[src/rtl/mult_div_seq.sv]
// mult_div_seq: multicycle signed multiply/divide sequencer feeding HI/LO.
// Radix-2 shift-add multiply and restoring divide on operand magnitudes,
// followed by a sign fix-up. Divide-by-zero is flagged one cycle after start.
// Optional build macro MULTDIV_UNSIGNED_EN adds an is_unsigned input that
// selects MULTU/DIVU semantics.
module mult_div_seq #(
  parameter int WIDTH = 32
) (
  input  logic             clk,
  input  logic             reset,
  input  logic             start,
  input  logic             MDCtrl,
  input  logic [WIDTH-1:0] a,
  input  logic [WIDTH-1:0] b,
`ifdef MULTDIV_UNSIGNED_EN
  input  logic             is_unsigned,
`endif
  output logic             busy,
  output logic             done,
  output logic             div0,
  output logic [WIDTH-1:0] hi,
  output logic [WIDTH-1:0] lo
);

  localparam int CW = $clog2(WIDTH) + 1;

  typedef enum logic [2:0] {IDLE, LOAD, MUL_IT, DIV_IT, FIXUP, DONE, DZ} state_t;

  state_t state_reg, state_next;

  logic [WIDTH-1:0]   a_reg, b_reg;
  logic               op_reg;
  logic               sa_reg, sb_reg;
  logic [WIDTH-1:0]   opnd_reg;   // multiplicand (MULT) or divisor (DIV) magnitude
  logic [2*WIDTH-1:0] acc_reg;    // {acc, multiplier} or {rem, quot}
  logic [CW-1:0]      cnt_reg;

  // Sign bits captured at start; forced to zero for unsigned operations.
  logic sign_a_in, sign_b_in;
`ifdef MULTDIV_UNSIGNED_EN
  assign sign_a_in = a[WIDTH-1] & ~is_unsigned;
  assign sign_b_in = b[WIDTH-1] & ~is_unsigned;
`else
  assign sign_a_in = a[WIDTH-1];
  assign sign_b_in = b[WIDTH-1];
`endif

  // Operand magnitudes; the most negative value maps to 2^(W-1) unsigned.
  logic [WIDTH-1:0] mag_a, mag_b;
  assign mag_a = sa_reg ? (~a_reg + 1'b1) : a_reg;
  assign mag_b = sb_reg ? (~b_reg + 1'b1) : b_reg;

  logic last_iter;
  assign last_iter = (cnt_reg == CW'(WIDTH - 1));

  // Multiply step: conditional add into the upper half with carry, then shift right.
  logic [WIDTH:0]     mul_sum;
  logic [2*WIDTH-1:0] mul_next;
  assign mul_sum  = {1'b0, acc_reg[2*WIDTH-1:WIDTH]} + {1'b0, opnd_reg};
  assign mul_next = acc_reg[0] ? {mul_sum, acc_reg[WIDTH-1:1]}
                               : {1'b0, acc_reg[2*WIDTH-1:1]};

  // Divide step: the shifted remainder needs W+1 bits; when it is >= divisor the
  // true difference is below 2^W, so a W-bit subtract is exact.
  logic [WIDTH:0]     rem_sh;
  logic               div_ge;
  logic [WIDTH-1:0]   div_diff;
  logic [2*WIDTH-1:0] div_next;
  assign rem_sh   = acc_reg[2*WIDTH-1:WIDTH-1];
  assign div_ge   = (rem_sh >= {1'b0, opnd_reg});
  assign div_diff = rem_sh[WIDTH-1:0] - opnd_reg;
  assign div_next = {(div_ge ? div_diff : rem_sh[WIDTH-1:0]), acc_reg[WIDTH-2:0], div_ge};

  // Sign fix-up values; results are truncated to W bits.
  logic               neg_res;
  logic [2*WIDTH-1:0] prod_fix;
  logic [WIDTH-1:0]   quot_fix, rem_fix;
  assign neg_res  = sa_reg ^ sb_reg;
  assign prod_fix = neg_res ? (~acc_reg + 1'b1) : acc_reg;
  assign quot_fix = neg_res ? (~acc_reg[WIDTH-1:0] + 1'b1) : acc_reg[WIDTH-1:0];
  assign rem_fix  = sa_reg ? (~acc_reg[2*WIDTH-1:WIDTH] + 1'b1) : acc_reg[2*WIDTH-1:WIDTH];

  // State register.
  always_ff @(posedge clk) begin
    if (!reset) state_reg <= IDLE;
    else        state_reg <= state_next;
  end

  // Next-state and Moore status outputs.
  always_comb begin
    state_next = state_reg;
    busy       = 1'b0;
    done       = 1'b0;
    div0       = 1'b0;
    case (state_reg)
      IDLE: begin
        if (start) state_next = (MDCtrl && (b == '0)) ? DZ : LOAD;
      end
      LOAD: begin
        busy       = 1'b1;
        state_next = op_reg ? DIV_IT : MUL_IT;
      end
      MUL_IT, DIV_IT: begin
        busy = 1'b1;
        if (last_iter) state_next = FIXUP;
      end
      FIXUP: begin
        busy       = 1'b1;
        state_next = DONE;
      end
      DONE: begin
        busy       = 1'b1;
        done       = 1'b1;
        state_next = IDLE;
      end
      DZ: begin
        busy       = 1'b1;
        div0       = 1'b1;
        state_next = IDLE;
      end
      default: state_next = IDLE;
    endcase
  end

  // Datapath: operand capture, iteration, and HI/LO result load.
  always_ff @(posedge clk) begin
    if (!reset) begin
      a_reg    <= '0;
      b_reg    <= '0;
      op_reg   <= 1'b0;
      sa_reg   <= 1'b0;
      sb_reg   <= 1'b0;
      opnd_reg <= '0;
      acc_reg  <= '0;
      cnt_reg  <= '0;
      hi       <= '0;
      lo       <= '0;
    end else begin
      case (state_reg)
        IDLE: begin
          if (start) begin
            a_reg  <= a;
            b_reg  <= b;
            op_reg <= MDCtrl;
            sa_reg <= sign_a_in;
            sb_reg <= sign_b_in;
          end
        end
        LOAD: begin
          acc_reg  <= op_reg ? {{WIDTH{1'b0}}, mag_a} : {{WIDTH{1'b0}}, mag_b};
          opnd_reg <= op_reg ? mag_b : mag_a;
          cnt_reg  <= '0;
        end
        MUL_IT: begin
          acc_reg <= mul_next;
          cnt_reg <= cnt_reg + 1'b1;
        end
        DIV_IT: begin
          acc_reg <= div_next;
          cnt_reg <= cnt_reg + 1'b1;
        end
        FIXUP: begin
          if (op_reg) begin
            hi <= rem_fix;
            lo <= quot_fix;
          end else begin
            hi <= prod_fix[2*WIDTH-1:WIDTH];
            lo <= prod_fix[WIDTH-1:0];
          end
        end
        default: ;
      endcase
    end
  end

endmodule

[config.mk]
export PLATFORM = sky130hd
export DESIGN_NAME = mult_div_seq
export DESIGN_NICKNAME = d
export VERILOG_FILES = /design/src/rtl/mult_div_seq.sv
export SDC_FILE = /design/constraint.sdc
export NUM_CORES = 1
export LEC_CHECK = 0
export CORE_MARGIN = 2
export CORE_UTILIZATION = 50
export CTS_CLUSTER_SIZE = 10
export DETAILED_ROUTE_END_ITERATION = 10
export PLACE_DENSITY = 0.78
export SYNTH_ARGS = -nofsm -noshare
export SYNTH_HDL_FRONTEND = slang
export SYNTH_SLANG_ARGS = --single-unit
[constraint.sdc]
create_clock -name clk -period 3 [get_ports clk]
set_clock_uncertainty 0.15 [all_clocks]
set_input_delay 0.45 -clock clk [delete_from_list [all_inputs] [get_ports clk]]
set_output_delay 0.45 -clock clk [all_outputs]
set_load 0.02 [all_outputs]
==> flow_summary_export.csv <==
group,metric,value,unit
route,routed-via-count,19100,
pwr,p_clk_share,18.6,%
logic_synthesis,synth_edf_count,0,
logic_synthesis,synth_cell_type_count,80,
cts,clock_insertion_delay_worst_skew,0.57,ns
cells_and_area,final_area,0.0217,mm2
logic_synthesis,netlist.area_leader.share,28.1,%
logic_synthesis,asyncSetResetFlopFracSynth,0,%
die,floorplan.rows,66,
cells_and_area,fill_cells,2859,
timing,finalSetupViolations,0,
cells_and_area,instances_no_fill,3029,
route,drt.antenna.violating_nets,0,
timing,finalHoldViolCount,0,
route,finalWirelength,64.6,mm
place,portBuffers,134,
outcome,status,"completed",
run,max_cap_viols,0,
timing,max_clock_freq,0.338,GHz
pwr,design_power_total,16.7,mW
die,floorplan.die.height,187,um
cells_and_area,multi_input_comb_area,0.0119,mm2
logic_synthesis,synth.avg_cell_area,7.23,um2
logic_synthesis,yosys_warnings,0,
timing,timing.setup.tns,0,ns
cells_and_area,register_area,0.00471,mm2
critical_path,timing.critical_path.slowest_cell_delay,0.33,ns
critical_path,cp.arrival,3.24,ns
timing,setup_repair_after_global_routing_missed_its_margin,"yes",
route,drt_pre_antenna_iters,9,
route,detail_route.iter0.violations,2238,
critical_path,critPathSlowestCell,"dfxtp_2",
route,post_dr_wirelength_cell,21.3,um
place,dp_hpwl,49.4,mm
cts,clockRootBuffer,"clkbuf_16",
die,dieWidth,187,um
logic_synthesis,seq_area_frac_synth,28.1,%
die,initial_utilization,51.0,%
cells_and_area,drive_above_1_share,18.8,%
critical_path,worstSetupEndpointType,"flip-flop",
timing,max_slew.worst_pin.slew,0.916,ns
die,floorplan_die_area,0.0348,mm2
global_routing,grt_antenna_before_repair,0,
place,dp.cells,2972,
timing,post-route-min-period,2.96,ns
logic_synthesis,ys_dominant_reg_cell,"dfxtp_1",
critical_path,timing.critical_path.mode_cell,"buf_4",
cts,tritoncts_clock_tree,"yes",
die,core_area,0.0327,mm2
pwr,power.share.switching,42.6,%
logic_synthesis,yosys.cell_count.top_type,"nand2_1",
cts,clk_pin_slew,0.06,ns
logic_synthesis,synth_seq_cells,234,
pwr,combPwrFrac,58.2,%
critical_path,path_max_fanout,6,
place,gpl.final_weighted_congestion,1.00,
pwr,power_per_cell_area,770,mW/mm2
pwr,p_sw,7.11,mW
cts,cts.path.max_buffers,3,
logic_synthesis,synth_top_cells_by_area,"dfxtp_1, a21oi_1, nand2_1, ha_1, o21ai_0",
global_routing,wire_length_of_the_first_global_routing_pass,98.5,mm
logic_synthesis,syn_std_cell_area,0.0167,mm2
critical_path,timing.critical_path.cells,"inv_1 > ha_1 > buf_4 > buf_4 > a21oi_2 > o21a_1 > o21ai_1 > a31oi_1 > o21ai_1 > o21bai_4 > clkbuf_16 > buf_4 > mux2i_1 > a221oi_1 > nor2_1",
critical_path,required,3.28,ns
route,drcViolationCount,0,
global_routing,grt_overflow,0,
timing,slew_headroom,39.0,%
logic_synthesis,most_instantiated_cells_after_synthesis,"nand2_1, a21oi_1, dfxtp_1",
route,via_per_inst,6.29,
global_routing,grt_pass1_vias,17700,
timing,finalHoldWorstSlack,0.242,ns
logic_synthesis,cell_count_after_synthesis,2308,
cts,ctsHtreeMaxLevel,1,
critical_path,path_class,"reg2reg",
die,io_pins,135,
cells_and_area,final_nets,2718,
cts,postCtsHoldBufs,0,
critical_path,start_kind,"flip-flop",
cells_and_area,synthToLayoutAreaGrowth,30.1,%
pwr,power.share.sequential,23.2,%
cells_and_area,largest_register_ffs,64,
cts,numCtsBuffers,28,
logic_synthesis,synth_largest_area_cell,"dfxtp_1",
global_routing,grt_usage,35.1,%
logic_synthesis,synthesized_nets,2447,
min_path,min-delay-path-class,"in2reg",
timing,final_min_period_over_clock_period,98.6,%
cells_and_area,num_antenna_cells,0,
global_routing,maximum_number_of_pins_on_one_net_before_global_route_repair,126,
pwr,power_report.internal_total,9.60,mW
place,detailed_place.area,0.0200,mm2
timing,timing.final.max_slew_violations,0,
pwr,peak_supply_drop,689,uV
cts,cts_num_sinks,234,
pwr,power_leakage,8.47,nW
[final cells by class]
class	count	area share, %
inverter	63	1.10
clock inverter	4	0.323
clock buffer	34	3.33
timing repair buffer	409	16.4
multi-input combinational	1843	54.6
sequential	234	21.7
tap	442	2.55
[power groups by stage]
stage               logic, mW  clock network, mW  registers (mW)
finish                   9.73               3.10            3.89
global route             10.3               3.23            3.93
CTS                      8.40               3.11            3.85
detailed placement       8.24                  0            3.91
global placement         8.15                  0            3.89
floorplan                4.98                  0            3.88
[repair_timing]
item / CTS / global route
pin swaps: 11 / 52
endpoints found under the setup margin: 30 / 68
gates cloned: 0 / 1
resized for setup: 20 / 157
hold endpoints to repair: 0 / 0
setup buffers: 2 / 16
[routing by layer]
| metal | routed length, um | vias up | part of all wire (%) | track usage (%) |
|---|---|---|---|---|
| met5 | 0 | - | 0 | 0 |
| met4 | 3630 | 0 | 5.6 | 17.1 |
| met3 | 6470 | 194 | 10 | 5.51 |
| met2 | 28200 | 1102 | 44 | 55.2 |
| met1 | 26300 | 8907 | 41 | 46.9 |
| li1 | - | 8862 | - | - |
[path summary, 6_finish.rpt]
path                            slack [ns]    startpoint     endpoint  cells after the start
worst max register to register        0.04  opnd_reg[24]  acc_reg[34]                     15
worst min-delay path                  0.24         reset       lo[26]                      3
worst min register to register        0.30        hi[10]       hi[10]                      2
worst max-delay path                  0.04  opnd_reg[24]  acc_reg[34]                     15
[cells in the final DEF, fill, tap and decap left out, types with 26 or more instances in the layout]
master	Yosys	routed
nand2_1	326	324
buf_4	0	258
a21oi_1	273	251
dfxtp_1	234	218
nor2_1	207	204
o21ai_0	158	137
clkdlybuf4s50_1	0	133
xnor2_1	87	85
xor2_1	73	73
nand3_1	68	63
inv_1	60	54
ha_1	69	50
a211oi_1	53	46
nor3_1	44	41
o211ai_1	38	38
clkbuf_16	0	29
o31ai_1	30	28
a31oi_1	30	27
nand4_1	26	26
a21o_1	26	26
[per-stage QoR]
step | setup slack, ns | utilization [%]
global route | -0.0716 | 66.4
floorplan | 0.0354 | -
global placement | -0.142 | 61.1
CTS | -0.00267 | 63.8
detailed placement | -0.169 | 61.1
finish | 0.0415 | 66.4
[critical path: cells and delay by family (launching register included)]
family	cells	cell delay [ns]
buffers and inverters	5	0.69
AOI/OAI and AO/OA	7	1.16
DFF	1	0.33
and+or+nand+nor	1	0.06
adders and majority gates	1	0.31
muxes	1	0.12
[kinds of logic (layout without fill, tap and decap cells)]
family,after synthesis,in the layout,share of synthesized area [%]
multiplexers,31,31,1.94
AO/OA/AOI/OAI,760,760,28.3
buffers and inverters,231,510,5.28
XOR/XNOR,160,160,8.40
flip-flops,234,234,28.1
AND/OR/NAND/NOR,821,821,22.6
adder cells (fa/ha/maj),71,71,5.41
Power figures use the tool's default switching activity.
